===== config.mk =====
export PLATFORM = sky130hd
export DESIGN_NAME = framebuffer_fill_engine
export DESIGN_NICKNAME = d
export VERILOG_FILES = /design/src/rtl/framebuffer_fill_engine_pkg.sv /design/src/rtl/framebuffer_fill_engine_raster.sv /design/src/rtl/framebuffer_fill_engine.sv
export SDC_FILE = /design/constraint.sdc
export NUM_CORES = 1
export LEC_CHECK = 0
export BUFFER_PORTS_ARGS = -buffer_cell sky130_fd_sc_hd__buf_2
export CORE_ASPECT_RATIO = 1.2
export CORE_MARGIN = 4
export CORE_UTILIZATION = 43
export DETAILED_ROUTE_END_ITERATION = 8
export SYNTH_ARGS = -nofsm -noshare
export SYNTH_HDL_FRONTEND = slang
export SYNTH_SLANG_ARGS = --single-unit

===== constraint.sdc =====
create_clock -name clk -period 2.5 [get_ports clk]
set_input_delay 0.25 -clock clk [delete_from_list [all_inputs] [get_ports clk]]
set_output_delay 0.25 -clock clk [all_outputs]
set_load 0.03 [all_outputs]

===== src/rtl/framebuffer_fill_engine_pkg.sv =====
// Shared framebuffer geometry, command layout and FSM encoding.
// dvi_controller imports the same package so both sides agree on the address map.
package fb_params;

  localparam int FB_WIDTH   = 1024;
  localparam int FB_HEIGHT  = 768;
  localparam int FB_DEPTH   = FB_WIDTH * FB_HEIGHT;
  localparam int X_WIDTH    = 10;
  localparam int Y_WIDTH    = 10;
  localparam int ADDR_WIDTH = 20;
  localparam int RAM_WIDTH  = 1;
  // FB_WIDTH is a power of two, so y*FB_WIDTH is a plain shift
  localparam int ROW_SHIFT  = $clog2(FB_WIDTH);

  typedef logic [X_WIDTH-1:0]    x_t;
  typedef logic [Y_WIDTH-1:0]    y_t;
  typedef logic [ADDR_WIDTH-1:0] addr_t;
  typedef logic [RAM_WIDTH-1:0]  pix_t;

  localparam x_t    X_MAX      = x_t'(FB_WIDTH - 1);
  localparam y_t    Y_MAX      = y_t'(FB_HEIGHT - 1);
  localparam addr_t ROW_STRIDE = addr_t'(FB_WIDTH);

  typedef enum logic [1:0] {
    IDLE   = 2'd0,
    FILL   = 2'd1,
    DONE   = 2'd2,
    REJECT = 2'd3
  } fill_state_t;

  typedef struct packed {
    x_t   x0;
    y_t   y0;
    x_t   x1;
    y_t   y1;
    pix_t color;
  } fill_cmd_t;

  // inverted corners or a start point off the screen
  function automatic logic cmd_bad(input fill_cmd_t c);
    return (c.x0 > c.x1) || (c.y0 > c.y1) || (c.x0 > X_MAX) || (c.y0 > Y_MAX);
  endfunction

  // trim the far corner to the visible area
  function automatic fill_cmd_t cmd_clamp(input fill_cmd_t c);
    fill_cmd_t r;
    r = c;
    if (c.x1 > X_MAX) r.x1 = X_MAX;
    if (c.y1 > Y_MAX) r.y1 = Y_MAX;
    return r;
  endfunction

endpackage


===== src/rtl/framebuffer_fill_engine_raster.sv =====
// Raster walker: x/y position plus a row-base accumulator, producing the
// registered write address and a flag when the current pixel is the last one.
module fill_raster_counter
  import fb_params::*;
(
  input  logic                  clk,
  input  logic                  rst,
  input  logic                  load,
  input  logic                  step,
  input  logic [X_WIDTH-1:0]    ld_x,
  input  logic [Y_WIDTH-1:0]    ld_y,
  input  logic [X_WIDTH-1:0]    lo_x,
  input  logic [X_WIDTH-1:0]    hi_x,
  input  logic [Y_WIDTH-1:0]    hi_y,
  output logic [ADDR_WIDTH-1:0] addr,
  output logic                  last
);

  x_t    x;
  y_t    y;
  addr_t row_base;

  assign last = (x == hi_x) && (y == hi_y);

  // load the start corner, then walk x fastest and bump row_base per line
  always_ff @(posedge clk or negedge rst) begin
    if (!rst) begin
      x        <= '0;
      y        <= '0;
      row_base <= '0;
      addr     <= '0;
    end else if (load) begin
      x        <= ld_x;
      y        <= ld_y;
      row_base <= addr_t'(ld_y) << ROW_SHIFT;
      addr     <= (addr_t'(ld_y) << ROW_SHIFT) + addr_t'(ld_x);
    end else if (step) begin
      if (x == hi_x) begin
        x        <= lo_x;
        y        <= y + 1'b1;
        row_base <= row_base + ROW_STRIDE;
        addr     <= row_base + ROW_STRIDE + addr_t'(lo_x);
      end else begin
        x        <= x + 1'b1;
        addr     <= row_base + addr_t'(x) + addr_t'(1);
      end
    end
  end

endmodule


===== src/rtl/framebuffer_fill_engine.sv =====
// Rectangle fill for the 1-bit framebuffer: accepts one command, validates and
// clamps it, then writes one pixel per clock in raster order.
module framebuffer_fill_engine
  import fb_params::*;
(
  input  logic                  clk,
  input  logic                  rst,
  input  logic                  cmd_valid,
  output logic                  cmd_ready,
  input  logic [X_WIDTH-1:0]    cmd_x0,
  input  logic [Y_WIDTH-1:0]    cmd_y0,
  input  logic [X_WIDTH-1:0]    cmd_x1,
  input  logic [Y_WIDTH-1:0]    cmd_y1,
  input  logic [RAM_WIDTH-1:0]  cmd_color,
  input  logic                  abort,
  output logic                  busy,
  output logic                  done,
  output logic                  done_err,
  output logic                  fb_we,
  output logic [ADDR_WIDTH-1:0] fb_addr,
  output logic [RAM_WIDTH-1:0]  fb_din
);

  fill_state_t state;
  fill_cmd_t   req, cmd;
  logic        accept, load, step, last;

  assign req    = '{x0: cmd_x0, y0: cmd_y0, x1: cmd_x1, y1: cmd_y1, color: cmd_color};
  assign accept = cmd_valid & cmd_ready;
  assign load   = accept & ~cmd_bad(req);
  // counter holds the pixel currently on fb_addr; advance unless it is the final one
  assign step   = (state == FILL) & ~last & ~abort;

  fill_raster_counter u_raster (
    .clk  (clk),
    .rst  (rst),
    .load (load),
    .step (step),
    .ld_x (cmd_x0),
    .ld_y (cmd_y0),
    .lo_x (cmd.x0),
    .hi_x (cmd.x1),
    .hi_y (cmd.y1),
    .addr (fb_addr),
    .last (last)
  );

  // control FSM with registered handshake, status and write strobe
  always_ff @(posedge clk or negedge rst) begin
    if (!rst) begin
      state     <= IDLE;
      cmd       <= '0;
      cmd_ready <= 1'b1;
      busy      <= 1'b0;
      done      <= 1'b0;
      done_err  <= 1'b0;
      fb_we     <= 1'b0;
      fb_din    <= '0;
    end else begin
      done     <= 1'b0;
      done_err <= 1'b0;
      case (state)
        IDLE: begin
          // abort is ignored here, even when it coincides with accept
          if (accept) begin
            cmd       <= cmd_clamp(req);
            cmd_ready <= 1'b0;
            busy      <= 1'b1;
            if (cmd_bad(req)) begin
              state    <= REJECT;
              done     <= 1'b1;
              done_err <= 1'b1;
            end else begin
              state  <= FILL;
              fb_we  <= 1'b1;
              fb_din <= cmd_color;
            end
          end
        end
        FILL: begin
          if (abort || last) begin
            state <= DONE;
            fb_we <= 1'b0;
            done  <= 1'b1;
          end
        end
        DONE, REJECT: begin
          state     <= IDLE;
          busy      <= 1'b0;
          cmd_ready <= 1'b1;
        end
        default: begin
          state     <= IDLE;
          fb_we     <= 1'b0;
          busy      <= 1'b0;
          cmd_ready <= 1'b1;
        end
      endcase
    end
  end

endmodule

Yosys cells after proc, flatten, opt, wreduce, memory -nomap -nowiden
Index checks and enable logic that the tools add are counted.
- output and inout bits: 26
- input bits: 45
- bits in registers: 98
- eq/ne operators: 8
- order comparisons: 6
- $add $sub $neg: 7
- bitwise gates (word level): 7
- multiplexer cells: 31
- reduce and logical (&&, ||, !) cells: 17
- operators with widths (kind ; number):
    $mux W20 ; 6
    $mux W10 ; 8
    $add A20 B10 Y20 ; 3
    $gt A10 B10 Y1 const B ; 4
    $add A10 B1 Y10 const B ; 2
    $add A20 B1 Y20 const B ; 1
    $add A20 B11 Y20 const B ; 1
    $eq A10 B10 Y1 ; 2
    $gt A10 B10 Y1 ; 2
    $mux W1 ; 9
    $pmux W1 S2 ; 4
    $reduce_and A2 Y1 ; 4
    $reduce_bool A2 Y1 ; 4
    $mux W2 ; 3
    $pmux W2 S3 ; 1
    $and A1 B1 Y1 ; 4
    $eq A2 B2 Y1 const B ; 2
    $logic_or A1 B1 Y1 ; 4
    $ne A2 B2 Y1 const B ; 2
    $reduce_and A4 Y1 ; 1
    $not A1 Y1 ; 3
    $reduce_and A3 Y1 ; 1
    $eq A2 B1 Y1 const B ; 1
    $logic_not A2 Y1 ; 1
    other kinds (3) ; 3

Depth between registers and ports, before layout
- word-level depth: 8
- gate-level depth with buffers: 11
- mapped depth without buffers: 9

Modules after synthesis
A second synthesis with hierarchy kept.
- cells, all modules: 558
- area total of the unflattened synthesis: 5221.3 um^2
- by module, submodules not included (module ; instances ; area each (um^2) ; cells each):
    fill_raster_counter ; 1 ; 3240.6 ; 342
    framebuffer_fill_engine ; 1 ; 1980.6 ; 216

Least setup slack after synthesis
OpenSTA, ideal clock, no wires.
- kind: input to register
- start point: input cmd_y1[5]
- end point: register u_raster.row_base[13]
- slack: 0.370 ns
- required time: 2.423 ns
- path buffers: 3
- cell stages on the path: 11
- setup time: 0.077 ns
- arrival: 2.052 ns
- path through: inv_1 ha_1 a21oi_1 o21ai_1 a2111oi_0 o22ai_1 or2_1 clkbuf_1 buf_2 buf_2 a21oi_1
- cells in the longest elaborated chain, start to end: 8
- RTL lines (item ; line ; source):
    start, declared ; framebuffer_fill_engine.sv:13 ; input logic [Y_WIDTH-1:0] cmd_y1,
    $gt A10 B10 Y1 (*) ; framebuffer_fill_engine_pkg.sv:41 ; return (c.x0 > c.x1) || (c.y0 > c.y1) || (c.x0 > X_MAX) || (c.y0 > Y_MAX);
    $logic_or A1 B1 Y1 (*) (3 in series) ; framebuffer_fill_engine_pkg.sv:41 ;
    $not A1 Y1 (no source line) (*) ; -- ;
    $and A1 B1 Y1 (*) ; framebuffer_fill_engine.sv:30 ; assign load = accept & ~cmd_bad(req);
    $reduce_bool A2 Y1 (no source line) ; -- ;
    $reduce_and A2 Y1 (no source line) ; -- ;
    end signal, assigned ; framebuffer_fill_engine_raster.sv:35 ; row_base <= addr_t'(ld_y) << ROW_SHIFT;
    end signal, assigned ; framebuffer_fill_engine_raster.sv:41 ; row_base <= row_base + ROW_STRIDE;
    end, declared ; framebuffer_fill_engine_raster.sv:21 ; addr_t row_base;
Mark *: on every way between the ends. The rest lies on a longest branch, timed or not.
A chain may end at the register's enable or synchronous reset.

Worst setup path after layout
- start point: register u_raster.y[7]
- end point: register u_raster.y[5]
- cells in the longest elaborated chain, start to end: 7
- RTL lines (item ; line ; source):
    start, declared ; framebuffer_fill_engine_raster.sv:20 ; y_t y;
    start signal, assigned ; framebuffer_fill_engine_raster.sv:34 ; y <= ld_y;
    start signal, assigned ; framebuffer_fill_engine_raster.sv:40 ; y <= y + 1'b1;
    $eq A10 B10 Y1 ; framebuffer_fill_engine_raster.sv:23 ; assign last = (x == hi_x) && (y == hi_y);
    $logic_and A1 B1 Y1 ; framebuffer_fill_engine_raster.sv:23 ;
    $not A1 Y1 ; framebuffer_fill_engine.sv:32 ; assign step = (state == FILL) & ~last & ~abort;
    $and A1 B1 Y1 (2 in series) ; framebuffer_fill_engine.sv:32 ;
    $reduce_bool A2 Y1 (no source line) ; -- ;
    $reduce_and A2 Y1 (no source line) ; -- ;
Every way passes these cells.

==> results.cfg <==
[critical_path]
critPathArrivalTime_ns = 2.55
path_max_fanout = 10
worstPathRequired_ns = 2.72
cpPeakStageDelay_ns = 0.44
cpLargestDelayFamily = simple AND/OR/NAND/NOR gates
critPathSlowestCell = nor4_1
cp-end-kind = register
path_class = register to register
critical_path_buf_inv_count = 1
cp-start-kind = register
crit_chain = xor2_1 -> nor4_1 -> nand4_1 -> buf_4 -> nor3b_4 -> nand4_1 -> xor2_1 -> a21oi_1

[timing]
skew_ns = 0.00634
finalSetupViolCount = 0
max_slew.worst_pin.slew_ns = 0.665
drv_slew = 0
slew_headroom_pct = 55.6
fmax_ghz = 0.429
hold_violations = 0
timing.final.crit_share_pct = 93.2
layout_min_cycle_time_ns = 2.33
postLayoutSetupSlackWorst_ns = 0.170
rsz0062_at_grt = false

[synth]
synth_xor_area_share_pct = 9.84
synth_edf_count = 0
yosys.cell_count.top_type = nand2_1
synth_seq_cells = 87
synth_area_leaders = dfrtp_1 (40%), nand2_1 (6.9%), ha_1 (6.2%)
avgSynthCellArea_um2 = 8.63
yosysTopAreaCell = dfrtp_1
synth_top_area_share_pct = 39.7
syn_nets = 700
yosys_warnings = 0
synthMuxAreaShare_pct = 2.29
synth_compound_area_share_pct = 15.2
synthSimpleGateAreaFrac_pct = 20.3
seq_area_frac_synth_pct = 40.2
synthFlopType = dfrtp_1
async_flop_share_pct = 100
synthTopCellsByCount = nand2_1 (100), dfrtp_1 (86), a21oi_1 (61)
syn-instance-count = 628
synth_area_um2 = 5420
synth_top_family_by_area = simple AND/OR/NAND/NOR gates
synth_fa_ha_area_share_pct = 6.24
ys_types = 54

[global_route]
grt_pass1_vias = 4905
use_met3_pct = 3.27
busiest_layer = met2
gr-usage-met1_pct = 25.6
grt_pass1_wl_mm = 24.9
grt_max_degree = 45
antenna_found_initial = 0
grt_usage_pct = 21.6
grt_overflow = 0
grtUsageMet2_pct = 40.5

[cts]
cts_setup_buffers = 0
clk_latency_ns = 0.34
cts_root_buffer = clkbuf_16
numCtsBuffers = 9
cts.sinks = 87
cts_tree = built
clk_pin_slew_worst_paths_ns = 0.07
htree_num_levels = 3
cts_buffer_depth = 2

[finish]
fill_cells = 1198
num_antenna_cells = 0
final_design_area_no_fill_um2 = 6430
area_growth_pct = 18.6
drive_gt1_share_pct = 19.5
fin_nets = 780
instances_no_fill = 874

[place]
place_congestion = 0.859
placed_area_um2 = 6130
numPortBuffers = 70
dpl.cell_count = 857
dp_slack_ns = -0.107
hpwlAfterDp_mm = 11.4

[outcome]
status = completed

[job]
cap_violations = 0

[floorplan]
rows = 44
initial_core_util_pct = 44.3
fp.dieW_um = 110
ios = 71
die_area_um2 = 14500
die_h_um = 131
fp.coreArea_um2 = 12200

[route]
drt_iter0_drc = 238
drt_first_pass_iters = 4
drt-total-wl_mm = 15.0
viasPerCell = 5.42
drt-wirelength-per-cell_um = 17.2
num_vias = 4736
ant_nets = 0
drc = 0

[power_and_ir_drop]
ir_drop_uv = 527
p_leak_nw = 2.98
power_density_nw_per_um2 = 1160

[worst_hold_path]
hold_path_class = input port to register
cell families after synthesis:
family	after synthesis
xor gates and xnor gates	60
and+or+nand+nor	228
adders and majority gates	27
other	1
muxes	12
AOI/OAI and AO/OA	144
DFF	87
buffers and inverters	69
what timing repair did:
| action | CTS | global route |
|---|---|---|
| hold endpoints to repair | 42 | 0 |
| gates resized for setup | 0 | 3 |
| endpoints found under the setup margin | 0 | 17 |
| hold buffers | 1 | 0 |
cell usage in the layout, fill, tap and decap left out, types with 9 or more instances in the layout:
master and instances:
xor2_1 37, o21ai_0 33, a211oi_1 13, nor2_1 49, clkbuf_16 9, nand3_1 13, buf_2 69, dfrtp_1 86
a21oi_1 61, xnor2_1 22, buf_4 33, o21ai_1 10, ha_1 27, nand2_1 100, nand4_1 14, mux2i_1 9
inv_1 29
through the flow:
step                 TNS [ns]  hold slack, ns  total power [W]  utilization [%]
floorplan                   0         -0.0456          0.00514                -
global placement    -0.000903           0.286          0.00613             50.2
detailed placement      -1.74           0.298          0.00622             50.2
CTS                         0          0.0986          0.00752             52.5
global route                0           0.112          0.00804             52.6
finish                      0           0.108          0.00747             52.6
path summary, 6_finish.rpt:
check / start / end / slack, ns / depth (start not counted)
setup / recovery: u_raster.y[7] / u_raster.y[5] / 0.17 / 8
hold / removal: cmd_y1[9] / cmd[9] / 0.11 / 2
setup reg to reg: u_raster.y[7] / u_raster.y[5] / 0.17 / 8
hold reg to reg: cmd[7] / cmd[7] / 0.49 / 2
max in group asynchronous: rst / cmd_ready / 1.34 / 3
min in group asynchronous: rst / cmd[3] / 0.46 / 2
where the power goes:
part	internal [W]	total (W)	switching [W]	leakage, nW
Clock	0.000700	0.00127	0.000572	0.132
Sequential	0.00211	0.00281	0.000697	1.04
Combinational	0.00138	0.00339	0.00201	1.81
Total	0.00419	0.00747	0.00328	2.98
layer usage:
layer,part of all wire (%),wire (um),vias to the layer above
li1,-,-,2317
met1,42,6250,2298
met2,53,7990,104
met3,3.6,543,17
met4,1.7,257,0
met5,0,0,-
flip-flops by register name, indices dropped and copies added, names as in the netlist:
register / count
done_err: 1
u_raster.row_base: 10
fb_we: 1
cmd: 30
fb_din: 1
state: 2
busy: 1
u_raster.y: 10
u_raster.x: 9
u_raster.addr: 20
done: 1
cmd_ready: 1
cell type report:
| class | count | area [um^2] | share of cell area [%] |
|---|---|---|---|
| clock buffer | 11 | 243 | 3.78 |
| clock inverter | 5 | 33.8 | 0.526 |
| inverter | 29 | 109 | 1.69 |
| multi-input combinational | 472 | 2940 | 45.7 |
| sequential | 87 | 2180 | 33.9 |
| tap | 161 | 201 | 3.13 |
| timing repair buffer | 109 | 723 | 11.3 |
Note: power is estimated with default switching activity, not from simulation.
